$ cat config.mk
export PLATFORM = sky130hd
export DESIGN_NAME = busca_instrucao
export DESIGN_NICKNAME = d
export VERILOG_FILES = /design/src/rtl/busca_pkg.sv /design/src/rtl/fila_busca.sv /design/src/rtl/busca_instrucao.sv
export SDC_FILE = /design/constraint.sdc
export NUM_CORES = 1
export LEC_CHECK = 0
export CORE_AREA = 2 2 157 159
export CTS_BUF_LIST = sky130_fd_sc_hd__clkbuf_2 sky130_fd_sc_hd__clkbuf_4 sky130_fd_sc_hd__clkbuf_8
export CTS_CLUSTER_DIAMETER = 80
export CTS_CLUSTER_SIZE = 40
export DETAILED_ROUTE_END_ITERATION = 6
export DIE_AREA = 0 0 159 161
export PLACE_DENSITY = 0.73
export REMOVE_ABC_BUFFERS = 1
export SLEW_MARGIN = 15
export SYNTH_ARGS = -nofsm -noshare
export SYNTH_HDL_FRONTEND = slang
export SYNTH_SLANG_ARGS = --single-unit
export TNS_END_PERCENT = 100
$ cat constraint.sdc
create_clock -name clk -period 3.5 [get_ports clk]
set_clock_uncertainty 0.1 [all_clocks]
set_input_delay 0.35 -clock clk [delete_from_list [all_inputs] [get_ports clk]]
set_output_delay 0.35 -clock clk [all_outputs]
set_load 0.01 [all_outputs]
$ cat src/rtl/busca_pkg.sv
// Shared definitions for the instruction-fetch stage: default parameters,
// the layout of one prefetch-queue entry and the queue occupancy states.
package busca_pkg;

   localparam int          PROFUNDIDADE_PADRAO = 4;
   localparam logic [31:0] PC_RESET_PADRAO     = 32'h0000_0000;
   localparam logic [31:0] PC_INCREMENTO       = 32'd4;

   // One queue entry: fetch address in the upper half, fetched word in the lower half.
   typedef struct packed {
      logic [31:0] pc;
      logic [31:0] instrucao;
   } entrada_t;

   // Coarse occupancy of the prefetch queue.
   typedef enum logic [1:0] {
      VAZIO   = 2'd0,
      PARCIAL = 2'd1,
      CHEIO   = 2'd2
   } ocupacao_e;

   // Forces an address onto a word boundary.
   function automatic logic [31:0] alinha(input logic [31:0] endereco);
      return {endereco[31:2], 2'b00};
   endfunction

endpackage

$ cat src/rtl/fila_busca.sv
// Prefetch queue: synchronous FIFO of {pc, instrucao} entries with push,
// pop and flush. Registered storage, no write-to-read bypass, so a pushed
// entry is first visible at the head one cycle after it was written.
// PROFUNDIDADE must be a power of two and at least 2 so the pointers wrap
// naturally.
module fila_busca
   import busca_pkg::*;
#(
   parameter int PROFUNDIDADE = PROFUNDIDADE_PADRAO
) (
   input  logic                          clk,
   input  logic                          reset,
   input  logic                          flush,
   input  logic                          push,
   input  entrada_t                      dado_entrada,
   input  logic                          pop,
   output logic                          push_aceito,
   output logic                          valida,
   output entrada_t                      dado_saida,
   output logic [$clog2(PROFUNDIDADE):0] contagem
);

   localparam int LARG_PTR = $clog2(PROFUNDIDADE);
   localparam logic [LARG_PTR:0] CONT_CHEIA = PROFUNDIDADE[LARG_PTR:0];

   entrada_t            mem [PROFUNDIDADE];
   logic [LARG_PTR-1:0] wr_ptr;
   logic [LARG_PTR-1:0] rd_ptr;
   logic [LARG_PTR:0]   prox_contagem;
   ocupacao_e           estado;
   ocupacao_e           prox_estado;
   logic                cheia;
   logic                pop_aceito;

   // Status flags decode straight from the registered occupancy state.
   assign valida = (estado != VAZIO);
   assign cheia  = (estado == CHEIO);

   // A flush cancels both operations; a pop frees a slot for a same-cycle push.
   assign pop_aceito  = pop && valida && !flush;
   assign push_aceito = push && !flush && (!cheia || pop_aceito);

   // Head is forced to zero while empty so stale or uninitialised storage never leaks out.
   assign dado_saida = valida ? mem[rd_ptr] : '0;

   // Next occupancy count and state from this cycle's accepted push/pop.
   always_comb begin
      // NOTE: every always_comb output gets a default first, so no path can leave it unassigned and infer a latch.
      prox_contagem = contagem;
      prox_estado   = PARCIAL;
      if (push_aceito && !pop_aceito) begin
         prox_contagem = contagem + 1'b1;
      end else if (!push_aceito && pop_aceito) begin
         prox_contagem = contagem - 1'b1;
      end
      if (prox_contagem == '0) begin
         prox_estado = VAZIO;
      end else if (prox_contagem == CONT_CHEIA) begin
         prox_estado = CHEIO;
      end
   end

   // Pointer, count and occupancy-state registers; reset and flush empty the queue.
   always_ff @(posedge clk) begin
      // NOTE: sequential state uses non-blocking assignments so every register samples pre-edge values.
      if (reset || flush) begin
         wr_ptr   <= '0;
         rd_ptr   <= '0;
         contagem <= '0;
         estado   <= VAZIO;
      end else begin
         if (push_aceito) begin
            wr_ptr <= wr_ptr + 1'b1;
         end
         if (pop_aceito) begin
            rd_ptr <= rd_ptr + 1'b1;
         end
         contagem <= prox_contagem;
         estado   <= prox_estado;
      end
   end

   // Entry storage write port.
   always_ff @(posedge clk) begin
      // NOTE: the storage array is deliberately not reset; the empty-state output mask makes its contents unobservable.
      if (!reset && push_aceito) begin
         mem[wr_ptr] <= dado_entrada;
      end
   end

endmodule

$ cat src/rtl/busca_instrucao.sv
// Instruction-fetch stage: owns the PC, drives the instruction-memory
// address and feeds fetched {pc, instrucao} pairs into the prefetch queue.
// A redirect (desvio) flushes the queue and reloads the PC with the
// word-aligned target; a stall (parar) holds the PC but lets the queue drain.
module busca_instrucao
   import busca_pkg::*;
#(
   parameter int          PROFUNDIDADE = PROFUNDIDADE_PADRAO,
   parameter logic [31:0] PC_RESET     = PC_RESET_PADRAO
) (
   input  logic                          clk,
   input  logic                          reset,
   output logic [31:0]                   endereco,
   input  logic [31:0]                   instrucao,
   input  logic                          desvio,
   input  logic [31:0]                   desvio_alvo,
   input  logic                          parar,
   output logic                          saida_valida,
   input  logic                          saida_pronta,
   output logic [31:0]                   saida_instrucao,
   output logic [31:0]                   saida_pc,
   output logic [$clog2(PROFUNDIDADE):0] ocupacao
);

   logic [31:0] pc;
   logic        pede_push;
   logic        push_aceito;
   entrada_t    entrada;
   entrada_t    cabeca;

   // Instruction memory is addressed directly by the PC; its word returns in the same cycle.
   assign endereco = pc;

   // A fetch is attempted whenever nothing redirects or stalls the stage;
   // the queue decides whether there is room for it.
   assign pede_push = !desvio && !parar;
   assign entrada   = '{pc: pc, instrucao: instrucao};

   fila_busca #(
      .PROFUNDIDADE (PROFUNDIDADE)
   ) u_fila (
      .clk          (clk),
      .reset        (reset),
      .flush        (desvio),
      .push         (pede_push),
      .dado_entrada (entrada),
      .pop          (saida_pronta),
      .push_aceito  (push_aceito),
      .valida       (saida_valida),
      .dado_saida   (cabeca),
      .contagem     (ocupacao)
   );

   assign saida_instrucao = cabeca.instrucao;
   assign saida_pc        = cabeca.pc;

   // PC register: reset, then redirect, then sequential advance on an accepted fetch (wraps modulo 2^32).
   always_ff @(posedge clk) begin
      if (reset) begin
         pc <= alinha(PC_RESET);
      end else if (desvio) begin
         pc <= alinha(desvio_alvo);
      end else if (push_aceito) begin
         pc <= pc + PC_INCREMENTO;
      end
   end

endmodule

# After elaboration in Yosys (flattened, before gate mapping)
# Memories as Yosys holds them, arrays and structs flattened. A register that Yosys moved wholly into a read port is not among the register bits.
# Index checks and enable logic that the tools add are counted.
[totals]
regBits = 41
latchBits = 0
ramBits = 256
mem_bits_ro = 0
in_bits = 69
out_inout_bits = 100
wordCells = 45
n_memories = 1
[classes]
n_addsub = 5
mul = 0
n_div = 0
magnitude_cmp = 0
n_eq_ne = 2
shifts = 0
muxes = 10
n_bitwise = 0
reduce_logical = 21
[mem_list]
columns = ["memory", "words", "word_bits", "read_ports", "rd_clocked_by_memory_dff", "write_ports", "line_no", "source"]
rows = [
  ["u_fila.mem", 4, 64, 1, 1, 1, "fila_busca.sv:26", "entrada_t mem [PROFUNDIDADE];"],
]
[op_table]
columns = ["operator", "count"]
rows = [
  ["32-bit two-way mux", 2],
  ["64-bit two-way mux", 1],
  ["32-bit by 3-bit adder with 32-bit output, second input constant", 1],
  ["1-bit logical AND", 8],
  ["1-bit zero test", 6],
  ["2-bit two-way mux", 3],
  ["3-bit two-way mux", 2],
  ["2-bit by 1-bit adder with 2-bit output, second input constant", 2],
  ["2-bit nonzero test", 2],
  ["2-bit OR reduction", 2],
  ["3-bit by 1-bit adder with 3-bit output, second input constant", 1],
  ["3-bit == test, second input constant", 1],
  ["3-bit zero test", 1],
  ["3-bit by 1-bit subtractor with 3-bit output, second input constant", 1],
  ["2-bit == test, second input constant", 1],
  ["1-bit logical OR", 2],
  ["1-bit two-way mux", 2],
]

# Depth between registers and ports, before layout
# Gate-level depths: netlist of run 1.
[depth]
word_depth = 11
depth_mapped = 7
ltp_nobuf = 6

# Hierarchy
# A second synthesis of run 1 with hierarchy kept.
[unflattened]
hier_cells = 704
hier_area_um2 = 12184.2
[by_module_without_submodules]
columns = ["mod", "instances", "cells_each", "area_each_um2", "seq_area_each_um2"]
rows = [
  ["fila_busca", 1, 473, 10278.6, 7907.6],
  ["busca_instrucao", 1, 231, 1905.6, 600.6],
]

# Least setup slack after synthesis of run 1
# No wires, ideal clock.
[synth_timing]
path_type = "input to register"
from = "in desvio"
to = "mem u_fila.mem[0][0] in the netlist's numbering (enable)"
setup_ps = 427
arrival_time_ps = 2735
required_ps = 2973
slack_ps = 239
stages = 5
path_cell_list = "buf_2 > or3_1 > buf_2 > nor2_1 > and2_1"
[synth_between]
elab_chain_len = 7
word_cells_on_any_way = 9
cone_classes = "2 x mux; 7 x reduce/logical"
[synth_lines]
columns = ["element", "line_no", "source"]
rows = [
  ["start: declaration", "busca_instrucao.sv:15", "input logic desvio,"],
  ["1-bit zero test (*)", "fila_busca.sv:40, fila_busca.sv:41, busca_instrucao.sv:36", ""],
  ["1-bit logical AND, on equally long branches", "busca_instrucao.sv:36, fila_busca.sv:40", ""],
  ["1-bit logical AND / 1-bit logical OR (equally long branches)", "fila_busca.sv:41", "assign push_aceito = push && !flush && (!cheia || pop_aceito);"],
  ["1-bit logical AND (*)", "fila_busca.sv:41", ""],
  ["1-bit logical AND (*)", "fila_busca.sv:86", "if (!reset && push_aceito) begin"],
  ["1-bit two-way mux (*)", "fila_busca.sv:86", ""],
  ["1-bit two-way mux (not written as such) (*)", "fila_busca.sv:87", "mem[wr_ptr] <= dado_entrada;"],
  ["end: declaration", "fila_busca.sv:26", ""],
]
# Mark *: on every way between the ends. The rest lies on a longest branch, timed or not.

==> results of run 1 <==
final timing paths:
kind / startpoint / endpoint / slack, ps / depth (start not counted)
max reg2reg: endereco[3]$_SDFFE_PP0P_ / endereco[20]$_SDFFE_PP0P_ / 1000 / 6
min reg2reg: u_fila.wr_ptr[1]$_SDFFE_PP0N_ / u_fila.wr_ptr[1]$_SDFFE_PP0N_ / 430 / 2
max: register / saida_pc[27] / 370 / 4
min: desvio_alvo[10] / endereco[10]$_SDFFE_PP0P_ / 260 / 3
synth_stat cells, drive strengths merged (3+ instances only):
cell type,number
a211oi,8
a21oi,20
a31oi,10
and2,68
and3,5
buf,20
clkbuf,19
dfxtp,41
edfxtp,248
ha,7
inv,12
mux2,4
mux2i,4
mux4,62
nand2,28
nand3,18
nand4,10
nor2,23
nor2b,3
nor3,8
nor4,8
o21a,3
o22ai,5
o311ai,4
or2,3
or3,3
xnor2,9
xor2,13
metal layers:
layer | wire [um] | track usage | vias to the layer above | part of all wire
li1 | - | - | 2965 | -
met1 | 10260 | 0.2574 | 3211 | 0.44
met2 | 11660 | 0.3077 | 214 | 0.49
met3 | 1450 | 0.02979 | 15 | 0.061
met4 | 214 | 0.03099 | 0 | 0.0091
met5 | 0 | 0 | - | 0
area by class of cell:
cell class,count,area (um^2),share of cell area
Sequential cell,289,8275,0.5842
Multi-Input combinational cell,346,3246,0.2291
Timing Repair Buffer,181,1914,0.1351
Tap cell,324,405.4,0.02862
Clock buffer,13,178.9,0.01263
Clock inverter,8,101.3,0.007154
Inverter,12,45.04,0.003180
kinds of logic after synthesis:
family,count (synthesis),synth area share
multiplexers,70,0.1265
adder cells (fa/ha/maj),7,0.007478
XOR/XNOR,22,0.01645
AO/OA/AOI/OAI,56,0.03077
buffers and inverters,51,0.01870
AND/OR/NAND/NOR,187,0.09381
flip-flops,289,0.7060
other,1,0.0003202
worst max-delay path, cell delays in order (launching register included):
cell	delay [ps]
dfxtp_4	650
buf_12	270
mux4_2	550
and2_1	190
clkdlybuf4s50_1	470
cell usage in the layout (no fill, tap or decap), types with 5 or more instances in the layout:
cell / instances
o22ai_1: 5
xor2_1: 13
nand2_1: 27
a211oi_1: 8
nor4_1: 5
nand4_1: 9
xnor2_1: 9
buf_12: 12
dfxtp_1: 39
edfxtp_1: 248
mux4_2: 62
buf_4: 7
inv_1: 12
clkbuf_8: 13
nor3_1: 7
and3_1: 5
ha_1: 7
and2_1: 64
a31oi_1: 10
nor2_1: 22
a21oi_1: 20
nand3_1: 17
clkdlybuf4s50_1: 162
flip-flops by register name, summed over array words and instances, names as in the netlist, named ones only:
| name | flops |
|---|---|
| endereco | 30 |
| u_fila.estado | 2 |
| u_fila.wr_ptr | 2 |
| u_fila.mem | 248 |
| u_fila.contagem | 3 |
| u_fila.rd_ptr | 2 |
power groups by stage:
stage	logic (mW)	clock network (mW)	registers (mW)
after detailed placement	0.378	0	3.93
after global routing	0.405	1.63	3.86
after CTS	0.380	1.51	3.85
after floorplan	0.128	0	3.92
final	0.376	1.47	3.85
after global placement	0.375	0	3.93
per-stage QoR:
step,TNS [ps],total power [mW],instance area (um^2),instances,util
after floorplan,-26880,4.051,11550,647,-
after global placement,0,4.300,13890,1152,0.5795
after global routing,0,5.892,14170,1173,0.5912
after CTS,0,5.745,14170,1173,0.5912
after detailed placement,0,4.307,13890,1152,0.5795
final,0,5.698,14170,1173,0.5912
==> metrics.yaml, run 1 <==
power_and_ir_drop:
  pwr-share-clk: 0.258
  peakVddDrop_mv: 0.2946
  p_leak_nw: 4.448
  power_frac_seq: 0.676
  swShare: 0.2169
  intPower_mw: 4.462
  combPwrFrac: 0.066
  power_density_nw_per_um2: 402.2
  power.switching_mw: 1.236
layout:
  areaGrowthSynthToFinish_pct: 20.96
  drive_gt1_frac: 0.1484
  layout.nets: 919
  nFillCells: 1848
  num_antenna_cells: 0
clocking:
  clk_latency_ps: 530
  numCtsBuffers: 13
  cts_hold_buf: 0
  cts_tree: "yes"
  cts_setup_buffers: 0
  cts.clk_slew.worst_paths_ps: 160
  htreeDepth: 1
  cts.repair.resized: 0
  clockRootBuffer: "clkbuf_8"
  clock_path_buffers: 3
  cts.sinks: 289
global_routing:
  grt_pass1_vias: 6274
  grt_max_degree: 37
  grt_pass1_wl_um: 36270
  grt_overflow: 0
  antenna_found_initial: 0
  grt_util_all_layers: 0.1822
floorplan:
  dieArea_um2: 25600
  die_h_um: 161
  core_um2: 23960
  num_rows: 57
  die_x_um: 159
  pin_count: 169
  initial_core_util: 0.4887
sta:
  setup_ws_ps: 365.6
  holdWs_ps: 259.6
  finalSetupViolCount: 0
  worstMarginPinSlew_ps: 704.1
  period_share: 0.8955
  finalHoldViolCount: 0
  max_freq_mhz: 319.0
  slew_violations: 0
  post-route-min-period_ps: 3134
  grt_setup_unrepaired: "no"
  relSlewSlack: 0.5285
placed_design:
  io_buffers: 162
  place_congestion: 0.7699
  pre_cts_slack_ps: 707.3
  dp_hpwl_um: 15120
run:
  cap_violations: 0
synth:
  synthCells: 683
  ys_seq_elements: 289
  synthTopCellsByArea: "edfxtp_1, mux4_2, dfxtp_1"
  seq_area_frac_synth: 0.7060
  async_flop_share: 0
  synth_cell_type_count: 54
  syn_area_um2: 11710
  syn_area_per_cell_um2: 17.15
  synth_top_area_frac: 0.6359
  yosysTopAreaCell: "edfxtp_1"
  synth_top_flop_cell: "edfxtp_1"
  ys_warn_count: 0
  synth-edff-count: 248
hold_path:
  holdCritPathClass: "in -> reg"
setup_path:
  critPathRequiredTime_ps: 3050
  worstPathArrival_ps: 2680
  crit_type: "reg -> out"
  critPathCaptureType: "output pin"
  cp_max_fo: 23
  cp-start-kind: "register"
detailed_routing:
  wl_um: 23580
  wl_per_cell_um: 20.10
  vias: 6405
  viasPerCell: 5.460
  drcViolationCount: 0
  drt-initial-drc-count: 471
  antenna_left: 0
  drtPass1Iterations: 4
run_status:
  status: "complete, no violations"
(Power assumes the default switching activity.)
==> run 2, diff against run 1 <==
--- a/config.mk
+++ b/config.mk
@@ -5,13 +5,14 @@
 export SDC_FILE = /design/constraint.sdc
 export NUM_CORES = 1
 export LEC_CHECK = 0
-export CORE_AREA = 2 2 157 159
+export ABC_AREA = 1
+export CORE_AREA = 2 2 151 153
 export CTS_BUF_LIST = sky130_fd_sc_hd__clkbuf_2 sky130_fd_sc_hd__clkbuf_4 sky130_fd_sc_hd__clkbuf_8
 export CTS_CLUSTER_DIAMETER = 80
 export CTS_CLUSTER_SIZE = 40
 export DETAILED_ROUTE_END_ITERATION = 6
-export DIE_AREA = 0 0 159 161
-export PLACE_DENSITY = 0.73
+export DIE_AREA = 0 0 153 155
+export PLACE_DENSITY = 0.81
 export REMOVE_ABC_BUFFERS = 1
 export SLEW_MARGIN = 15
 export SYNTH_ARGS = -nofsm -noshare
==> metrics.yaml, run 2 <==
floorplan:
  pin_count: 169  # unchanged
  num_rows: 55  # -3.5%
  dieArea_um2: 23720  # -7.4%
  die_h_um: 155  # -3.7%
  core_um2: 22230  # -7.2%
  die_x_um: 153  # -3.8%
  initial_core_util: 0.5559  # +0.06720
detailed_routing:
  drt-initial-drc-count: 792  # +68%
  viasPerCell: 5.496  # +0.65%
  vias: 8837  # +38%
  antenna_left: 0  # unchanged
  drcViolationCount: 0  # unchanged
  wl_um: 28210  # +20%
  drtPass1Iterations: 5  # +1
  wl_per_cell_um: 17.55  # -13%
synth:
  ys_warn_count: 0  # unchanged
  synth_cell_type_count: 33  # -39%
  yosysMostFrequentCell: "nor2_1"
  seq_area_frac_synth: 0.6691  # -0.03689
  synth_top_flop_cell: "edfxtp_1"
  yosysTopAreaCell: "edfxtp_1"
  synth_top_area_frac: 0.6027  # -0.03322
  ys_seq_elements: 289  # unchanged
  synthTopCellsByCount: "nor2_1, edfxtp_1, o21ai_0"
  syn_area_um2: 12360  # +5.5%
  syn_area_per_cell_um2: 10.49  # -39%
  synthTopCellsByArea: "edfxtp_1, nor2_1, dfxtp_1"
  async_flop_share: 0  # unchanged
  synthCells: 1178  # +72%
  synth-edff-count: 248  # unchanged
layout:
  layout.nets: 1393  # +52%
  regMostFlops: "u_fila.mem"
  fin_util: 0.6561  # +0.06490
  final_cell_mix: "nor2_1, edfxtp_1, clkdlybuf4s50_1"
  multi_input_area_um2: 3538  # +9.0%
  seqCellArea_um2: 8273  # about the same
  layout_commonest_cell: "nor2_1"
  largest_reg_flops: 248  # unchanged
  areaGrowthSynthToFinish_pct: 18.01
  num_antenna_cells: 0  # unchanged
  nFillCells: 1662  # -10%
  drive_gt1_frac: 0.06500  # -0.08341
  design_area_um2: 14580  # +2.9%
global_routing:
  grt_pass1_wl_um: 43870  # +21%
  grt_max_degree: 87  # +140%
  grt_util_all_layers: 0.2329  # +0.05078
  grt_pass1_vias: 8433  # +34%
  antenna_found_initial: 0  # unchanged
  grt_overflow: 0  # unchanged
setup_path:
  worstPathArrival_ps: 2770  # +90 ps
  cp-start-kind: "register"
  cp_num_cells: 6  # +2
  cpPeakStageDelay_ps: 700  # +50 ps
  reg2reg_from: "u_fila.estado[0]$_SDFF_PP0_"
  reg2reg_slack_ps: 1340  # +340 ps
  crit_path_frequent_cell: "nor2_1"
  worstRegToRegCells: 7  # +1
  path_cells: "buf_4 -> nor2_1 -> nor2_1 -> o21ai_0 -> a21oi_1 -> clkdlybuf4s50_1"
  critPathRequiredTime_ps: 3050  # about the same
  critical_path_buf_inv_count: 2  # unchanged
  crit_type: "reg -> out"
  r2r_end: "u_fila.mem[0][36]$_DFFE_PP_"
  critPathCaptureType: "output pin"
  slowest_stage: "dfxtp_4"
  cpLargestDelayFamily: "buffers and inverters"
  cp_max_fo: 39  # +70%
sta:
  grt_setup_unrepaired: "no"
  holdWs_ps: 258.0  # -1.548 ps
  worstMarginPinSlew_ps: 861.6  # +157.5 ps
  setup_ws_ps: 279.6  # -86.00 ps
  period_share: 0.9201  # +0.02457
  finalSetupViolCount: 0  # unchanged
  post-route-min-period_ps: 3220  # +86.00 ps
  max_freq_mhz: 310.5  # -2.7%
  finalHoldViolCount: 0  # unchanged
  slew_violations: 0  # unchanged
  relSlewSlack: 0.4256  # -0.1029
clocking:
  clock_path_buffers: 3  # unchanged
  numCtsBuffers: 12  # -1
  clk_latency_ps: 570  # +40 ps
  cts.clk_slew.worst_paths_ps: 210  # +50 ps
  cts_setup_buffers: 0  # unchanged
  cts_hold_buf: 0  # unchanged
  cts.repair.resized: 0  # unchanged
  htreeDepth: 1  # unchanged
  cts.sinks: 289  # unchanged
  cts_tree: "yes"
  clockRootBuffer: "clkbuf_8"
hold_path:
  min_path_cells: 3  # unchanged
  holdCritPathClass: "in -> reg"
  holdPathEnd: "endereco[4]$_SDFFE_PP0P_"
  min_from: "desvio_alvo[4]"
placed_design:
  dp_hpwl_um: 17360  # +15%
  pre_cts_slack_ps: 871.9  # +164.6 ps
  dpl_cell_area_um2: 14310  # +3.1%
  place_congestion: 0.9111  # +18%
  io_buffers: 162  # unchanged
power_and_ir_drop:
  total_power_mw: 5.775  # +1.4%
  peakVddDrop_mv: 0.2777  # -5.7%
  power_density_nw_per_um2: 396.0  # -1.5%
  p_leak_nw: 4.966  # +12%
run:
  cap_violations: 0  # unchanged
run_status:
  status: "complete, no violations"
-- run 2: worst register-to-register path: cells and delay by family, from the launching register on --
family	cells	cell delay [ps]
buffers and inverters	3	650
flip-flops	1	440
AND/OR/NAND/NOR	4	600
-- run 2: kinds of logic (layout without fill, tap and decap cells) --
logic type / Yosys count / after routing / synth area share
adder cells (fa/ha/maj): 7 / 7 / 0.007088
buffers and inverters: 133 / 275 / 0.04789
XOR/XNOR: 9 / 9 / 0.006379
other: 1 / 4 / 0.0003035
AND/OR/NAND/NOR: 485 / 485 / 0.1644
flip-flops: 289 / 289 / 0.6691
AO/OA/AOI/OAI: 254 / 254 / 0.1048
-- run 2: worst max-delay path by stage --
stage	end	slack [ps]
floorplan	saida_pc[30]	-1010
global placement	u_fila.mem[1][62]$_DFFE_PP_	880
detailed placement	u_fila.mem[2][60]$_DFFE_PP_	870
CTS	saida_pc[18]	250
global route	saida_pc[18]	120
finish	saida_pc[18]	280
-- run 2: routing by layer --
| layer | wire length, um | share of wire | global-route usage |
|---|---|---|---|
| met1 | 11630 | 0.41 | 0.3085 |
| met2 | 14010 | 0.50 | 0.4108 |
| met3 | 1973 | 0.070 | 0.02758 |
| met4 | 594 | 0.021 | 0.06526 |
| met5 | 0 | 0 | 0 |
-- run 2: report_power, final --
part           total (mW)  internal (mW)  switching (mW)  leakage (nW)
clock network        1.44          0.407            1.03         0.136
registers            3.87           3.80          0.0688          2.57
logic               0.474          0.221           0.253          2.26
-- run 2: final cells by class --
type,count,area share
Sequential cell,289,0.5673
Multi-Input combinational cell,759,0.2426
Timing Repair Buffer,182,0.1275
Tap cell,285,0.02445
Inverter,73,0.01956
Clock buffer,14,0.01278
Clock inverter,6,0.005749
-- run 2: metrics by stage --
| step | std cells | TNS, ps |
|---|---|---|
| 2_1_floorplan | 1121 | -193450 |
| 3_3_place_gp | 1588 | 0 |
| 3_5_place_dp | 1588 | 0 |
| 4_1_cts | 1608 | 0 |
| 5_1_grt | 1608 | 0 |
| 6_report | 1608 | 0 |
==> run 3, diff against run 2 <==
--- a/config.mk
+++ b/config.mk
@@ -6,13 +6,15 @@
 export NUM_CORES = 1
 export LEC_CHECK = 0
 export ABC_AREA = 1
-export CORE_AREA = 2 2 151 153
+export CELL_PAD_IN_SITES_DETAIL_PLACEMENT = 1
+export CELL_PAD_IN_SITES_GLOBAL_PLACEMENT = 2
+export CORE_AREA = 2 2 186 188
 export CTS_BUF_LIST = sky130_fd_sc_hd__clkbuf_2 sky130_fd_sc_hd__clkbuf_4 sky130_fd_sc_hd__clkbuf_8
 export CTS_CLUSTER_DIAMETER = 80
 export CTS_CLUSTER_SIZE = 40
 export DETAILED_ROUTE_END_ITERATION = 6
-export DIE_AREA = 0 0 153 155
-export PLACE_DENSITY = 0.81
+export DIE_AREA = 0 0 188 190
+export PLACE_DENSITY_LB_ADDON = 0.1
 export REMOVE_ABC_BUFFERS = 1
 export SLEW_MARGIN = 15
 export SYNTH_ARGS = -nofsm -noshare
==> metrics.yaml, run 3 (same netlist as run 2, synthesis figures left out) <==
power_and_ir_drop:
  power_density_nw_per_um2: 404.1  # +2.0%
  intPower_mw: 4.516  # +2.0%
  power.switching_mw: 1.516  # +12%
  total_power_mw: 6.032  # +4.4%
  power_frac_seq: 0.641  # -0.028
  combPwrFrac: 0.081  # about the same
  swShare: 0.2513  # +0.01766
  peakVddDrop_mv: 0.3256  # +17%
  p_leak_nw: 5.024  # +1.2%
  pwr-share-clk: 0.277  # +0.029
layout:
  final_cell_count_no_fill: 1790  # +11%
  final_cell_mix: "nor2_1, edfxtp_1, clkdlybuf4s50_1"
  nFillCells: 3703  # +120%
  design_area_um2: 14930  # +2.4%
  layout.nets: 1401  # +0.57%
  largest_reg_flops: 248  # unchanged
  regMostFlops: "u_fila.mem"
  drive_gt1_frac: 0.07196  # +0.006960
  layout_commonest_cell: "nor2_1"
  areaGrowthSynthToFinish_pct: 20.81
  fin_util: 0.4397  # -0.2163
sta:
  finalSetupViolCount: 0  # unchanged
  setup_ws_ps: 325.8  # +46.24 ps
  worstMarginPinSlew_ps: 653.9  # -207.7 ps
  relSlewSlack: 0.5640  # +0.1385
  max_freq_mhz: 315.0  # +1.5%
  post-route-min-period_ps: 3174  # -46.24 ps
  holdWs_ps: 218.9  # -39.18 ps
  finalHoldViolCount: 0  # unchanged
  period_share: 0.9069  # -0.01321
  tns_ps: 0  # unchanged
  grt_setup_unrepaired: "no"
  slew_violations: 0  # unchanged
placed_design:
  io_buffers: 162  # unchanged
  dp_hpwl_um: 21970  # +27%
  dpl.cell_count: 1763  # +11%
  place_congestion: 0.7907  # -13%
  dpl_cell_area_um2: 14580  # +1.9%
  pre_cts_slack_ps: 499.4  # -372.5 ps
detailed_routing:
  drcViolationCount: 0  # unchanged
  wl_per_cell_um: 19.12  # +9.0%
  antenna_left: 0  # unchanged
  vias: 8723  # -1.3%
  drtPass1Iterations: 4  # -1
  drt-initial-drc-count: 409  # -48%
  viasPerCell: 4.873  # -11%
  wl_um: 34230  # +21%
clocking:
  clk_latency_ps: 590  # +20 ps
  cts_setup_buffers: 0  # unchanged
  cts.repair.resized: 0  # unchanged
  cts_tree: "yes"
  clockRootBuffer: "clkbuf_8"
  cts.sinks: 289  # unchanged
  numCtsBuffers: 15  # +3
  cts_hold_buf: 0  # unchanged
  clock_path_buffers: 3  # unchanged
  cts.clk_slew.worst_paths_ps: 210  # about the same
  htreeDepth: 1  # unchanged
setup_path:
  cp_max_fo: 34  # -13%
  worstPathArrival_ps: 2720  # -50 ps
  critPathRequiredTime_ps: 3050  # about the same
  reg2reg_slack_ps: 1170  # -170 ps
  cp-start-kind: "register"
  critPathCaptureType: "output pin"
  crit_type: "reg -> out"
run_status:
  status: "complete, no violations"
global_routing:
  grt_util_all_layers: 0.1895  # -0.04348
  grt_pass1_vias: 9065  # +7.5%
  grt_pass1_wl_um: 52060  # +19%
  grt_max_degree: 85  # -2.3%
  antenna_found_initial: 1  # +1
  grt_overflow: 0  # unchanged
floorplan:
  num_rows: 68  # +24%
  die_x_um: 188  # +23%
  die_h_um: 190  # +23%
  pin_count: 169  # unchanged
  core_um2: 33950  # +53%
  initial_core_util: 0.3640  # -0.1919
  dieArea_um2: 35720  # +51%
run:
  cap_violations: 0  # unchanged
hold_path:
  holdCritPathClass: "in -> reg"
[run 3: routing by layer]
metal / up-vias / wire [um] / GRT usage
li1: 4274 / - / -
met1: 4263 / 15670 / 0.2526
met2: 161 / 16920 / 0.3372
met3: 25 / 1281 / 0.02066
met4: 0 / 352 / 0.03362
met5: - / 0 / 0
[run 3: power groups by stage]
stage          logic [mW]  registers, mW  clock network (mW)
2_1_floorplan       0.181           3.94                   0
3_3_place_gp        0.489           3.94                   0
3_5_place_dp        0.497           3.95                   0
4_1_cts             0.500           3.87                1.74
5_1_grt             0.542           3.88                1.84
6_report            0.491           3.87                1.67
[run 3: worst max-delay path: stages, from the launching register on]
cell and delay, ps:
dfxtp_4 380, buf_4 390, buf_4 520, nor2_1 90
o21ai_0 90, a21oi_1 90, clkdlybuf4s50_1 570
[run 3: worst paths after layout]
check | endpoint | from | cells past startpoint
setup reg to reg | u_fila.mem[1][27]$_DFFE_PP_ | u_fila.estado[0]$_SDFF_PP0_ | 7
hold reg to reg | register | u_fila.rd_ptr[1]$_SDFFE_PP0P_ | 2
hold / removal | endereco[14]$_SDFFE_PP0P_ | desvio_alvo[14] | 3
setup / recovery | saida_pc[15] | register | 6
[run 3: area by class of cell]
type | count | area (um^2) | share of cell area
Multi-Input combinational cell | 759 | 3538 | 0.2370
Sequential cell | 289 | 8275 | 0.5544
Tap cell | 455 | 569.3 | 0.03814
Clock inverter | 11 | 141.4 | 0.009471
Inverter | 73 | 285.3 | 0.01911
Timing Repair Buffer | 187 | 1909 | 0.1279
Clock buffer | 15 | 206.4 | 0.01383
Antenna cell | 1 | 2.502 | 0.0001676
